--- src/rtl/freq_div_pkg.sv ---
// freq_div_pkg: shared constants and helpers for the multi-channel clock divider
package freq_div_pkg;
  localparam int CNT_W_DEF = 26;
  localparam int DEFAULT_LIMIT_DEF = 49_999_999;
  function automatic int period_to_limit(input int cycles);
    return cycles - 1;
  endfunction
endpackage

--- src/rtl/freq_div_ch.sv ---
// freq_div_ch: one divider channel with a shadowed limit that is promoted only when cnt restarts
module freq_div_ch
  import freq_div_pkg::*;
#(
  parameter int               CNT_W         = CNT_W_DEF,
  parameter logic [CNT_W-1:0] DEFAULT_LIMIT = CNT_W'(DEFAULT_LIMIT_DEF)
) (
  input  logic             clk_i,
  input  logic             rst_i,
  input  logic             en_i,
  input  logic             sync_i,
  input  logic             ld_i,
  input  logic [CNT_W-1:0] ld_limit_i,
  output logic             clk_div_o,
  output logic             tick_o
);
  logic [CNT_W-1:0] cnt_q, cnt_d, lim_act_q, lim_act_d, lim_shd_q, lim_shd_d;
  logic pend_q, pend_d, clk_div_q, clk_div_d, tick_q, tick_d, wrap, promote;
  // next state: sync overrides counting; a load landing on a wrap stays pending for the next one
  always_comb begin
    wrap      = en_i && cnt_q == lim_act_q;
    promote   = pend_q && (sync_i || wrap);
    cnt_d     = (sync_i || wrap) ? '0 : en_i ? cnt_q + CNT_W'(1) : cnt_q;
    clk_div_d = sync_i ? 1'b0 : wrap ? ~clk_div_q : clk_div_q;
    tick_d    = wrap && !sync_i;
    lim_act_d = promote ? lim_shd_q : lim_act_q;
    lim_shd_d = ld_i ? ld_limit_i : lim_shd_q;
    pend_d    = ld_i || (pend_q && !promote);
  end
  // channel registers, all returned to defaults on reset including any pending load
  always_ff @(posedge clk_i) begin
    if (rst_i) begin
      cnt_q     <= '0;
      lim_act_q <= DEFAULT_LIMIT;
      lim_shd_q <= DEFAULT_LIMIT;
      pend_q    <= 1'b0;
      clk_div_q <= 1'b0;
      tick_q    <= 1'b0;
    end else begin
      cnt_q     <= cnt_d;
      lim_act_q <= lim_act_d;
      lim_shd_q <= lim_shd_d;
      pend_q    <= pend_d;
      clk_div_q <= clk_div_d;
      tick_q    <= tick_d;
    end
  end
  assign clk_div_o = clk_div_q;
  assign tick_o    = tick_q;
endmodule

--- src/rtl/freq_div_multi.sv ---
// freq_div_multi: N_CH independent programmable dividers with runtime limit reload
module freq_div_multi
  import freq_div_pkg::*;
#(
  parameter int               CNT_W         = CNT_W_DEF,
  parameter int               N_CH          = 4,
  parameter logic [CNT_W-1:0] DEFAULT_LIMIT = CNT_W'(DEFAULT_LIMIT_DEF)
) (
  input  logic             clk_i,
  input  logic             rst_i,
  input  logic             en_i,
  input  logic             sync_i,
  input  logic             ld_i,
  input  logic [3:0]       ld_ch_i,
  input  logic [CNT_W-1:0] ld_limit_i,
  output logic [N_CH-1:0]  clk_div_o,
  output logic [N_CH-1:0]  tick_o
);
  logic [N_CH-1:0] ld_sel;
  for (genvar k = 0; k < N_CH; k++) begin : g_ch
    assign ld_sel[k] = ld_i && ld_ch_i == 4'(k);
    freq_div_ch #(
      .CNT_W        (CNT_W),
      .DEFAULT_LIMIT(DEFAULT_LIMIT)
    ) u_ch (
      .clk_i     (clk_i),
      .rst_i     (rst_i),
      .en_i      (en_i),
      .sync_i    (sync_i),
      .ld_i      (ld_sel[k]),
      .ld_limit_i(ld_limit_i),
      .clk_div_o (clk_div_o[k]),
      .tick_o    (tick_o[k])
    );
  end
endmodule

--- config.mk ---
export PLATFORM = sky130hd
export DESIGN_NAME = freq_div_multi
export DESIGN_NICKNAME = d
export VERILOG_FILES = /design/src/rtl/freq_div_pkg.sv /design/src/rtl/freq_div_ch.sv /design/src/rtl/freq_div_multi.sv
export SDC_FILE = /design/constraint.sdc
export NUM_CORES = 1
export LEC_CHECK = 0
export CAP_MARGIN = 0
export CORE_MARGIN = 2
export CORE_UTILIZATION = 45
export DETAILED_ROUTE_END_ITERATION = 7
export PLACE_DENSITY = 0.64
export SETUP_SLACK_MARGIN = 0.1
export SLEW_MARGIN = 40
export SYNTH_ARGS = -nofsm -noshare
export SYNTH_HDL_FRONTEND = slang
export SYNTH_SLANG_ARGS = --single-unit
export TNS_END_PERCENT = 20
--- constraint.sdc ---
create_clock -name clk_i -period 2.4 [get_ports clk_i]
set_input_delay 0.6 -clock clk_i [delete_from_list [all_inputs] [get_ports clk_i]]
set_output_delay 0.6 -clock clk_i [all_outputs]
set_load 0.05 [all_outputs]
==> results of run 1 <==
-- synthesized netlist by cell type (all sizes together) (38+ instances only) --
| library cell | number | area (um2) |
|---|---|---|
| nand2 | 250 | 938 |
| nor3 | 38 | 190 |
| xor2 | 51 | 447 |
| nand4 | 53 | 338 |
| nor2 | 269 | 1010 |
| clkbuf | 66 | 249 |
| mux2i | 108 | 1080 |
| nand3b | 72 | 541 |
| xnor2 | 153 | 1370 |
| dfxtp | 324 | 6490 |
| nand2b | 64 | 400 |
-- final timing paths --
check                            startpoint  slack (ns)  depth (start not counted)                          to
setup / recovery     g_ch[0].u_ch.clk_div_o        0.10                          1                clk_div_o[0]
hold reg to reg   g_ch[1].u_ch.lim_shd_q[8]        0.46                          2   g_ch[1].u_ch.lim_shd_q[8]
setup reg to reg      g_ch[3].u_ch.cnt_q[5]        0.27                          6   g_ch[3].u_ch.lim_act_q[6]
hold / removal                        rst_i        0.41                          2  g_ch[0].u_ch.lim_shd_q[24]
-- power groups by stage --
stage	sequential, uW	clock [uW]	combinational (uW)
global route	5440	5670	485
detailed placement	5560	0	454
CTS	5440	5440	455
floorplan	5560	0	240
global placement	5560	0	448
finish	5440	5320	455
-- flip-flops by register name, summed over array words and instances, names as in the netlist --
name	cells
g_ch.u_ch.pend_q	4
g_ch.u_ch.lim_act_q	104
g_ch.u_ch.lim_shd_q	104
g_ch.u_ch.tick_o	4
g_ch.u_ch.cnt_q	104
g_ch.u_ch.clk_div_o	4
-- logic make-up after synthesis --
kind of cell,synth area share
and+or+nand+nor,0.284
DFF,0.446
xor gates and xnor gates,0.125
buffers and inverters,0.0465
muxes,0.0743
AOI/OAI and AO/OA,0.0208
adders and majority gates,0.00344
-- layout make-up --
class	instances	area share
Clock buffer	50	0.0591
Clock inverter	12	0.00865
Inverter	17	0.00384
Multi-Input combinational cell	1226	0.445
Sequential cell	324	0.390
Tap cell	402	0.0302
Timing Repair Buffer	93	0.0636
-- per-stage QoR --
step	cell area [um2]	TNS [ns]	util	total power (uW)
floorplan	14500	0	-	5800
detailed placement	15500	-46.33	0.489	6020
finish	16600	0	0.524	11200
global route	16600	0	0.524	11600
global placement	15500	-38.98	0.489	6010
CTS	16600	0	0.524	11300
-- per-layer routing --
layer / vias to the layer above / wire [um]
met5: - / 0
met4: 0 / 711
met3: 42 / 1310
met2: 179 / 15500
met1: 5201 / 16200
li1: 5551 / -
-- what timing repair did --
action	CTS	global route
endpoints found under the hold margin	0	0
endpoints found under the setup margin	4	3
gates resized for setup	1	1
hold buffers	0	0
==> run summary, run 1 <==
The maximum clock frequency came out at 0.435 GHz. The count of placed standard cells in the final layout, fillers left out came out at 2124. The clock-pin slew on the worst setup and hold paths came out at 0.06 ns. The total length of routed wires is 33700 um. From synthesis to final layout, the design area changed by 14.3%. The root buffer cell is sky130_fd_sc_hd__clkbuf_16. No sink is reached through more buffers than the 3 on the longest clock path. Setup repair after global routing could not meet its margin everywhere. The fraction of power consumed by the clock network is 0.474. After layout, the minimum clock period comes to 2.30 ns. The y dimension of the die is 184 um. The final antenna diode count is 0.

The number of placed instances with taps included came out at 2062. The async set or reset register ratio after synthesis came out at 0. The power dissipated by switching net loads came out at 2430 uW.

The period utilization came out at 0.958. The fill cell total of the finished layout came out at 2932. Buffers placed on the I/O ports in this run total 42. Yosys printed 0 warnings. The design internal power is 8780 uW. The post-CTS setup buffer count is 0. The met3 track utilization from global routing came out at 0.0303. On the critical path, the stage with the largest delay is an instance of sky130_fd_sc_hd__clkdlybuf4s50_1. STA puts the critical path data required time at 1.80 ns. The type of element launching the critical path is a flop.

The kind of critical path is reg -> out. The count of final max-slew check failures is 0. Of the total power, combinational logic draws 0.041.

The core area is 31700 um2. The number of antenna violations at the first check in global routing is 0. The number of nets handed over by synthesis was 1709.

A synthesized cell averages 8.71 um2. Leaving out fill and tap cells, the most frequent cell in the layout is sky130_fd_sc_hd__dfxtp_1. The most used flip-flop cell after synthesis is sky130_fd_sc_hd__dfxtp_1. In the routed design, unresolved DRC markers number 0.

The number of different library cells in the post-synthesis netlist is 42. The maximum cell stage delay along the critical path came out at 0.83 ns. For this run, the detailed router's first-pass iteration total came to 5. The total number of vias came out at 11000.

After global routing, the most crowded layer is met2. The switching share of power came out at 0.217. The antenna violation net count after detailed routing came out at 0. The run finished with clean final reports.

The wire length per cell after detailed routing is 15.9 um. Leaving out fill and tap cells, the most frequent cells in the layout are sky130_fd_sc_hd__dfxtp_1, sky130_fd_sc_hd__nor2_1, sky130_fd_sc_hd__nand2_1. The share of the Yosys chip area taken by registers is 0.446. At the placement stage, the worst setup path has a slack of -0.298 ns.

On the final layout, the worst clock skew is 0.0152 ns. Yosys mapped a number of flops with a built-in enable equal to 0. The row count is 65. The number of CTS-inserted buffers came out at 35. The tree built by TritonCTS fans out to 324 sinks. Across all setup checks in the final design, the least slack found is 0.100 ns. The total standard cell area after synthesis came out at 14500 um2. The area occupied by registers came out at 6490 um2. The total setup violations reported at the end of the flow came out at 0. The pin count of the biggest net entering global routing is 132. Data on the critical path arrives at its endpoint at 1.70 ns. Once detailed placement completed, the half-perimeter wirelength came to 23300 um.

The count of buffer and inverter cells on the critical path came out at 1. The share of final-layout standard cells stronger than drive strength 1 came out at 0.0743. The total global routing overflow came out at 0. The count of endpoints failing hold in the final timing report is 0. For this configuration, the core starts out at a cell density of 0.459. The share of power burned in registers is 0.485.

The fraction of met2 tracks used by global routing came out at 0.331. TritonCTS built the clock tree. The dominant delay contributor by cell family on the critical path is buffers and inverters.

The die area is 33800 um2. Clock latency on the worst-skew pair, taken at its later pin, is 0.51 ns. The largest vdd supply drop is 0.000403 V. The global-route wire length before repair is 54400 um. Walking the worst path, the cells encountered are clkdlybuf4s50_1. The chip width came out at 184 um. The slew of the pin with the lowest slew margin came out at 0.527 ns.

The routed via count divided by cell count is 5.17. The instance count of the mapped netlist is 1670. The number of H-tree levels came out at 2. The worst relative slew slack is 0.648. The overall track demand over capacity in global routing is 0.202. The total power divided by cell area is 674 nW/um2. The type of the tightest min-delay check is in -> reg. The layout net count is 1736. For this design the static power due to leakage is 0.00570 uW. The global placement routability congestion came out at 0.840. The number of global-route vias before repair came out at 10400. The number of storage elements in the synthesis netlist is 324. The count of boundary I/O pins came out at 43.

The maximum net fanout on the critical path came out at 3. The multi-input gate area in the final layout came out at 7390 um2. The number of DRC violations after detailed-routing iteration 0 came out at 476. Hold is met by 0.407 ns. The worst setup path is captured at an output port. The tool flagged a number of max-cap violations equal to 0. For met1 alone, demand over resource in global routing was 0.277.
No activity file was read; power rests on OpenSTA's default activity.
==> run 2: changes to the inputs <==
--- a/config.mk
+++ b/config.mk
@@ -11,7 +11,7 @@
 export DETAILED_ROUTE_END_ITERATION = 7
 export PLACE_DENSITY = 0.64
 export SETUP_SLACK_MARGIN = 0.1
-export SLEW_MARGIN = 40
+export SLEW_MARGIN = 20
 export SYNTH_ARGS = -nofsm -noshare
 export SYNTH_HDL_FRONTEND = slang
 export SYNTH_SLANG_ARGS = --single-unit
==> results of run 2 <==
The final DEF is identical to that of run 1; final timing and power are the same.
